File: config.mk
export PLATFORM = sky130hd
export DESIGN_NAME = core_mem_arbiter
export DESIGN_NICKNAME = d
export VERILOG_FILES = /design/src/rtl/core_mem_arbiter.sv
export SDC_FILE = /design/constraint.sdc
export NUM_CORES = 1
export LEC_CHECK = 0
export BUFFER_PORTS_ARGS = -buffer_cell sky130_fd_sc_hd__buf_2
export CORE_AREA = 5 5 210 212
export DETAILED_ROUTE_END_ITERATION = 7
export DIE_AREA = 0 0 215 217
export PLACE_DENSITY = 0.3
export SLEW_MARGIN = 20
export SYNTH_ARGS = -nofsm -noshare
export SYNTH_HDL_FRONTEND = slang
export SYNTH_SLANG_ARGS = --single-unit
File: constraint.sdc
create_clock -name g_clk -period 1.7 [get_ports g_clk]
set_clock_uncertainty 0.05 [all_clocks]
set_input_delay 0.34 -clock g_clk [delete_from_list [all_inputs] [get_ports g_clk]]
set_output_delay 0.34 -clock g_clk [all_outputs]
set_load 0.02 [all_outputs]
File: src/rtl/core_mem_arbiter.sv
// core_mem_arbiter: shares one core memory port between instruction fetch
// (imem) and the LSU (dmem). dmem is favoured, a saturating streak counter
// bounds how long fetch can wait, and an issued request keeps its owner
// until the downstream grant arrives.
module core_mem_arbiter #(
  parameter int unsigned MAX_D_STREAK = 4
) (
  input  logic        g_clk,
  input  logic        g_reset,
  input  logic        imem_req,
  input  logic [63:0] imem_addr,
  output logic        imem_gnt,
  output logic        imem_err,
  output logic [63:0] imem_rdata,
  input  logic        dmem_req,
  input  logic [63:0] dmem_addr,
  input  logic        dmem_wen,
  input  logic [7:0]  dmem_strb,
  input  logic [63:0] dmem_wdata,
  output logic        dmem_gnt,
  output logic        dmem_err,
  output logic [63:0] dmem_rdata,
  output logic        mem_req,
  output logic [63:0] mem_addr,
  output logic        mem_wen,
  output logic [7:0]  mem_strb,
  output logic [63:0] mem_wdata,
  input  logic        mem_gnt,
  input  logic        mem_err,
  input  logic [63:0] mem_rdata,
  output logic        mem_owner
);

  localparam logic [3:0] STREAK_MAX = 4'(MAX_D_STREAK);
  localparam logic       OWNER_I    = 1'b0;
  localparam logic       OWNER_D    = 1'b1;

  typedef enum logic {
    ST_UNLOCKED = 1'b0,
    ST_LOCKED   = 1'b1
  } state_t;

  state_t     state_r;
  state_t     state_nxt_s;
  logic       lock_owner_r;
  logic       lock_owner_nxt_s;
  logic [3:0] d_streak_r;
  logic [3:0] d_streak_nxt_s;
  logic       sel_s;
  logic       sel_req_s;
  logic       done_s;

  // Pick the requester that owns the downstream port this cycle.
  always_comb begin
    sel_s = lock_owner_r;
    if (state_r == ST_LOCKED) begin
      sel_s = lock_owner_r;
    end else if (imem_req && dmem_req) begin
      sel_s = (d_streak_r >= STREAK_MAX) ? OWNER_I : OWNER_D;
    end else if (dmem_req) begin
      sel_s = OWNER_D;
    end else if (imem_req) begin
      sel_s = OWNER_I;
    end else begin
      sel_s = lock_owner_r;
    end
  end

  // Selected request; reset masks everything visible downstream and upstream.
  assign sel_req_s = (sel_s == OWNER_D) ? dmem_req : imem_req;
  assign mem_req   = sel_req_s & ~g_reset;
  assign done_s    = mem_req & mem_gnt;

  // Downstream mux: fetches never write, so write fields are zeroed for imem.
  assign mem_addr  = (sel_s == OWNER_D) ? dmem_addr : imem_addr;
  assign mem_wen   = (sel_s == OWNER_D) ? dmem_wen : 1'b0;
  assign mem_strb  = (sel_s == OWNER_D) ? dmem_strb : 8'h00;
  assign mem_wdata = (sel_s == OWNER_D) ? dmem_wdata : 64'h0;
  assign mem_owner = sel_s & ~g_reset;

  // Responses: data/error broadcast, grant steered to the selected owner.
  assign imem_gnt   = done_s & (sel_s == OWNER_I);
  assign dmem_gnt   = done_s & (sel_s == OWNER_D);
  assign imem_err   = mem_err;
  assign dmem_err   = mem_err;
  assign imem_rdata = mem_rdata;
  assign dmem_rdata = mem_rdata;

  // Lock transitions and streak bookkeeping for the next cycle.
  always_comb begin
    state_nxt_s      = state_r;
    lock_owner_nxt_s = lock_owner_r;
    d_streak_nxt_s   = d_streak_r;
    case (state_r)
      ST_UNLOCKED: begin
        if (mem_req && !mem_gnt) begin
          state_nxt_s      = ST_LOCKED;
          lock_owner_nxt_s = sel_s;
        end else begin
          state_nxt_s = ST_UNLOCKED;
        end
      end
      ST_LOCKED: begin
        // A dropped request from the locked owner releases the port too.
        if (mem_gnt || !sel_req_s) begin
          state_nxt_s = ST_UNLOCKED;
        end else begin
          state_nxt_s = ST_LOCKED;
        end
      end
      default: begin
        state_nxt_s = ST_UNLOCKED;
      end
    endcase
    if (done_s) begin
      if ((sel_s == OWNER_D) && imem_req) begin
        if (d_streak_r >= STREAK_MAX) begin
          d_streak_nxt_s = STREAK_MAX;
        end else begin
          d_streak_nxt_s = d_streak_r + 4'd1;
        end
      end else begin
        d_streak_nxt_s = 4'd0;
      end
    end else begin
      d_streak_nxt_s = d_streak_r;
    end
  end

  // State registers with synchronous reset; reset abandons any open lock.
  always_ff @(posedge g_clk) begin
    if (g_reset) begin
      state_r      <= ST_UNLOCKED;
      lock_owner_r <= 1'b0;
      d_streak_r   <= 4'd0;
    end else begin
      state_r      <= state_nxt_s;
      lock_owner_r <= lock_owner_nxt_s;
      d_streak_r   <= d_streak_nxt_s;
    end
  end

endmodule

==> flow_summary_export.csv, run 1 <==
group,metric,value,unit
timing,clock.fmax,482,MHz
worst_setup_path,slowest_delay,0.35,ns
global_routing,overflow,0,
layout,mostFrequentLayoutCell,"buf_2",
worst_setup_path,path_cells,"nand2b_4, a22o_4, buf_12, buf_16, and2_2, buf_2",
logic_synthesis,seq_area_frac_synth,4.64,%
pwr,clkPwrFrac,14.2,%
floorplan,num_rows,75,
clock_network,htreeDepth,1,
run,drv_cap,0,
routing,wl_met3,1.54,mm
layout,final_cell_area,5720,um2
floorplan,die_w,215,um
placed_design,io_buffer_count,346,
routing,detailroute.via_count,3640,
routing,antenna_left,0,
placed_design,place_area,4340,um2
clock_network,clockRootBuffer,"clkbuf_16",
logic_synthesis,syn-num-nets,732,
routing,top_layer_used,"met4",
clock_network,numCtsBuffers,3,
routing,dr.pass1.iters,4,
clock_network,clockBufferDepth,2,
pwr,sw_frac_of_total,44.0,%
timing,finalSetupViolations,143,
routing,dr_wl_met2,9.45,mm
routing,met1Wirelength,6.60,mm
placed_design,gp_congestion,0.788,
placed_design,dp_hpwl,13.3,mm
pwr,p_comb_share,80.2,%
logic_synthesis,ys_seq_elements,6,
status,status,"finished with violations",
timing,worstMarginPinSlew,0.265,ns
global_routing,grt_use_total,6.47,%
logic_synthesis,syn_inst,460,
floorplan,core,41800,um2
floorplan,dieArea,46700,um2
worst_setup_path,crit_type,"reg2out",
worst_setup_path,start_kind,"flop",
routing,drc,0,
routing,vias_per_cell,2.95,
timing,hold_viol,0,
layout,area_growth,121,%
worst_hold_path,min_path_type,"in2reg",
worst_setup_path,worstPathRequired,1.31,ns
routing,drt_iter0_markers,109,
pwr,p_leak,3.02,nW
layout,antenna_cells,0,
pwr,ir_worst_vdd,228,uV
floorplan,die_height,217,um
floorplan,ios,542,
routing,drt-total-wl,18.3,mm
pwr,p_switching,1.17,mW
timing,final.period_utilization,122,%
layout,final_util,13.7,%
logic_synthesis,postSynthAreaPerCell,5.62,um2
global_routing,grt_antenna_before_repair,0,
layout,layout_common_cells,"buf_2 (247), nand2_1 (93), nand2_2 (87)",
routing,wl_per_cell,14.8,um
timing,rsz0062_at_grt,"yes",
floorplan,start_util,6.19,%
worst_setup_path,critical_path.max_fanout,9,
worst_setup_path,cp_slowest_cell,"dfxtp_4",
timing,setup_ws,-0.374,ns
timing,maxSlewHeadroom,82.3,%
pwr,p_per_area,466,nW/um2
placed_design,dp_slack,-0.357,ns
clock_network,clk_pin_slew,0.03,ns
global_routing,grt_pass1_wl,23.5,mm
pwr,p_int,1.49,mW
worst_setup_path,cp-end-kind,"output port",
clock_network,clkLatencyLatePin,0.23,ns
status,violations,"negative setup slack",
timing,maxSlewViolCount,0,
timing,fin_crit,2.07,ns
layout,num-nets-final,970,
clock_network,cts_tree,"done",
global_routing,grt_max_degree,24,
logic_synthesis,syn_area,2590,um2
clock_network,clock-sinks,6,
pwr,seq_power_share,5.6,%
logic_synthesis,ys_warn_count,0,
layout,drive_above_1_share,81.0,%
logic_synthesis,synthDistinctLibCells,27,
global_routing,grt_pass1_vias,3879,
worst_setup_path,arrival,1.68,ns
## cells in the mapped netlist (all sizes together)
library cell	number	area (um2)
a22oi	1	7.51
and3b	1	8.76
nand2b	2	12.5
inv	1	3.75
ha	1	12.5
or4	1	7.51
a22o	1	8.76
or3b	1	11.3
o221a	1	11.3
buf	133	988
o211ai	1	7.51
nor2b	2	12.5
and2	74	463
o21ai	3	15.0
nor3	3	15.0
nor4	1	6.26
or4b	1	10.0
and3	1	6.26
mux2i	1	10.0
nand2	192	721
clkbuf	20	75.1
dfxtp	6	120
or2	1	6.26
a21oi	4	20.0
nor2	7	26.3
## per-layer routing
layer | GRT usage (%) | up-vias
met1 | 6.78 | 1579
met5 | 0 | -
met4 | 2.90 | 0
met2 | 12.1 | 258
li1 | - | 1736
met3 | 1.78 | 67
## worst max-delay path, delay by kind of cell, from the launching register on
family                 cells  cell delay, ns
buffers and inverters      3            0.47
AND/OR/NAND/NOR            2            0.33
flip-flops                 1            0.35
AO/OA/AOI/OAI              1            0.29
## kinds of logic after synthesis
kind of cell    synth area share [%]
simple gates                    50.5
buf+inv                         41.3
compound gates                  2.71
flops                           4.64
mux                            0.387
fa+ha+maj                      0.484
## what timing repair did
action | 4_1_cts | 5_1_grt
hold buffers | 0 | 0
buffers inserted | 8 | 5
gates resized for setup | 160 | 160
pin swaps | 6 | 20
endpoints found under the setup margin | 144 | 145
cloned | 6 | 6
## area by class of cell
| cell class | count | area, um2 |
|---|---|---|
| Fill cell | 4887 | 36000 |
| Clock buffer | 3 | 75.1 |
| Timing Repair Buffer | 386 | 2890 |
| Inverter | 1 | 3.75 |
| Multi-Input combinational cell | 300 | 1950 |
| Sequential cell | 6 | 125 |
| Tap cell | 539 | 674 |
## path summary, 6_finish.rpt
kind | startpoint | endpoint | slack, ns | depth (start not counted)
setup / recovery | state_r$_SDFF_PP0_ | mem_wdata[20] | -0.37 | 6
setup reg to reg | state_r$_SDFF_PP0_ | d_streak_r[1]$_SDFFE_PP0P_ | -0.25 | 6
hold / removal | mem_gnt | state_r$_SDFF_PP0_ | 0.34 | 3
hold reg to reg | d_streak_r[1]$_SDFFE_PP0P_ | d_streak_r[1]$_SDFFE_PP0P_ | 0.45 | 2
## per-stage QoR
step | total power [mW] | cells | TNS (ns) | hold WS, ns
2_1_floorplan | 1.45 | 460 | -2.42 | 0.369
3_3_place_gp | 1.68 | 1210 | -32.62 | 0.415
3_5_place_dp | 1.67 | 1210 | -37.06 | 0.421
4_1_cts | 2.41 | 1227 | -43.58 | 0.349
5_1_grt | 2.84 | 1235 | -49.52 | 0.368
6_report | 2.67 | 1235 | -41.68 | 0.338
## flip-flops by register name, summed over array words and instances (netlist names)
name and flops:
d_streak_r 4, lock_owner_r 1, state_r 1
## power by group through the flow
stage | Clock [mW] | Sequential (mW) | Combinational, mW
after global placement | 0 | 0.150 | 1.53
after global routing | 0.400 | 0.149 | 2.29
after detailed placement | 0 | 0.150 | 1.52
after CTS | 0.383 | 0.148 | 1.88
after floorplan | 0 | 0.150 | 1.30
final | 0.380 | 0.149 | 2.14
No activity file was read; power rests on OpenSTA's default activity.
==> run 2: changes to the inputs <==
CORE_AREA = 5 5 205 207   (was 5 5 210 212)
DIE_AREA = 0 0 210 212   (was 0 0 215 217)
REMOVE_ABC_BUFFERS = 1   (was default)
clock period = 2.4 ns   (was 1.7 ns; I/O delays follow)
==> run 2 against run 1 <==
  * The flow now finishes without violations
  * Hold slack gained 0.089 ns
  * First-iteration DRC count rose by 42%
  * Worst setup slack better by 0.46 ns
  * Register-to-register slack improved by 0.77 ns
  * Critical endpoint is now dmem_gnt
==> flow_summary_export.csv, run 2 (synthesis gave the netlist of run 1 again) <==
group,metric,value,unit
routing,drt_iter0_markers,155,
pwr,ir_worst_vdd,165,uV
worst_setup_path,arrival,1.78,ns
pwr,total_power,1.36,mW
layout,mostFrequentLayoutCell,"buf_2",
timing,maxSlewViolCount,0,
pwr,p_leak,2.46,nW
placed_design,dp_slack,0.0533,ns
worst_setup_path,cp_slowest_cell,"or3b_4",
global_routing,grt_pass1_vias,3459,
timing,maxSlewHeadroom,65.7,%
clock_network,clk_pin_slew,0.03,ns
worst_setup_path,path_delay_family,"simple AND/OR/NAND/NOR gates",
layout,layout_common_cells,"buf_2 (345), nand2_1 (192), and2_1 (74)",
layout,area_growth,60.3,%
global_routing,grt_max_degree,61,
layout,drive_above_1_share,54.9,%
layout,num-nets-final,941,
routing,drt-total-wl,27.5,mm
global_routing,grt_use_total,11.2,%
layout,final_cells,1199,
layout,largest_register,"d_streak_r",
worst_setup_path,start_kind,"flop",
worst_hold_path,min_path_type,"in2reg",
floorplan,die_height,212,um
clock_network,clock-sinks,6,
clock_network,clockBufferDepth,2,
clock_network,htreeDepth,1,
worst_setup_path,regToRegEndpoint,"d_streak_r[1]$_SDFFE_PP0P_",
worst_setup_path,crit_end,"dmem_gnt",
layout,antenna_cells,0,
layout,largestRegisters,"d_streak_r: 4 flops, lock_owner_r: 1 flops, state_r: 1 flops",
floorplan,start_util,6.44,%
worst_setup_path,rrSetupSlack,0.52,ns
run,drv_cap,0,
timing,hold_viol,0,
floorplan,dieArea,44500,um2
pwr,p_per_area,329,nW/um2
timing,hold_ws,0.427,ns
placed_design,io_buffer_count,346,
global_routing,overflow,0,
floorplan,core,40200,um2
timing,fin_crit,2.31,ns
worst_setup_path,worstPathRequired,1.87,ns
global_routing,grt_pass1_wl,33.4,mm
timing,worstMarginPinSlew,0.514,ns
placed_design,gp_congestion,0.824,
routing,detailroute.via_count,3681,
worst_setup_path,cp-end-kind,"output port",
clock_network,cts_tree,"done",
worst_setup_path,reg2reg_from,"lock_owner_r$_SDFFE_PP0P_",
clock_network,cts_setup_buffers,0,
timing,finalSetupViolations,0,
timing,clock.fmax,432,MHz
worst_setup_path,crit_type,"reg2out",
worst_setup_path,crit_start,"lock_owner_r$_SDFFE_PP0P_",
routing,wl_per_cell,22.9,um
placed_design,dp_cells,1196,
clock_network,clockRootBuffer,"clkbuf_16",
layout,num-fill-cells,4792,
global_routing,grt_antenna_before_repair,3,
placed_design,dp_hpwl,24.6,mm
worst_setup_path,path_buf_inv,1,
routing,vias_per_cell,3.07,
floorplan,die_w,210,um
worst_setup_path,cp.depth,5,
clock_network,numCtsBuffers,3,
layout,final_util,10.3,%
clock_network,clkLatencyLatePin,0.23,ns
routing,antenna_left,0,
worst_setup_path,slowest_delay,0.37,ns
layout,largest_register_ff_count,4,
floorplan,ios,542,
timing,setup_ws,0.0860,ns
layout,regArea,120,um2
status,status,"complete, no violations",
worst_setup_path,critical_path.max_fanout,6,
timing,final.period_utilization,96.4,%
timing,rsz0062_at_grt,"no",
routing,drc,0,
floorplan,num_rows,74,
worst_setup_path,path_cells,"and3b_1, or3b_4, or2_2, nor2_1, buf_4",
worst_setup_path,ff2ff_path_depth,5,
layout,multiInputGateArea,1420,um2
routing,dr.pass1.iters,4,
run 2: cell types whose count changed in the layout (fill, tap and decap cells not counted), sizes merged:
cell    delta
clkbuf     -5
buf       -24
run 2: how the worst min path moves through the flow:
stage	slack, ns	from	endpoint	cells after the start
floorplan	0.40	d_streak_r[1]$_SDFFE_PP0P_	d_streak_r[1]$_SDFFE_PP0P_	2
global placement	0.42	d_streak_r[1]$_SDFFE_PP0P_	d_streak_r[1]$_SDFFE_PP0P_	2
detailed placement	0.43	d_streak_r[1]$_SDFFE_PP0P_	d_streak_r[1]$_SDFFE_PP0P_	2
CTS	0.42	mem_gnt	state_r$_SDFF_PP0_	2
global route	0.44	mem_gnt	state_r$_SDFF_PP0_	2
finish	0.43	mem_gnt	state_r$_SDFF_PP0_	2
run 2: routing by layer:
| layer | global-route usage, % | vias to the layer above | routed length, um |
|---|---|---|---|
| li1 | - | 1673 | - |
| met1 | 10.2 | 1534 | 8620 |
| met2 | 16.9 | 439 | 11600 |
| met3 | 12.8 | 19 | 6720 |
| met4 | 0.585 | 16 | 87 |
| met5 | 7.87 | - | 484 |
run 2: cell type report:
cell class / instances / area share, %
flip-flops and latches: 6 / 2.90
repair buffers: 357 / 45.0
clock buffers: 3 / 1.81
inverters: 1 / 0.0905
well taps: 532 / 16.1
multi-input cells: 300 / 34.1
run 2: worst reg2reg max path: cells and delay by family, from the launching register on:
family,cells,cell delay (ns)
AND/OR/NAND/NOR,3,1.10
flip-flops,1,0.35
buffers and inverters,1,0.15
AO/OA/AOI/OAI,1,0.15
run 2: what timing repair did:
item,4_1_cts,5_1_grt
gates resized for setup,0,3
setup endpoints to repair,0,106
hold buffers,0,0
run 2: report_power, final:
| part | internal [mW] | total [mW] | switching [mW] |
|---|---|---|---|
| logic | 0.393 | 0.992 | 0.599 |
| registers | 0.103 | 0.106 | 0.00349 |
| clock network | 0.213 | 0.264 | 0.0509 |
| total | 0.709 | 1.36 | 0.654 |
run 2: through the flow:
stage / TNS [ns] / instance area (um2)
2_1_floorplan: -186.98 / 1520
3_3_place_gp: 0 / 4070
3_5_place_dp: 0 / 4070
4_1_cts: 0 / 4140
5_1_grt: 0 / 4150
6_report: 0 / 4150
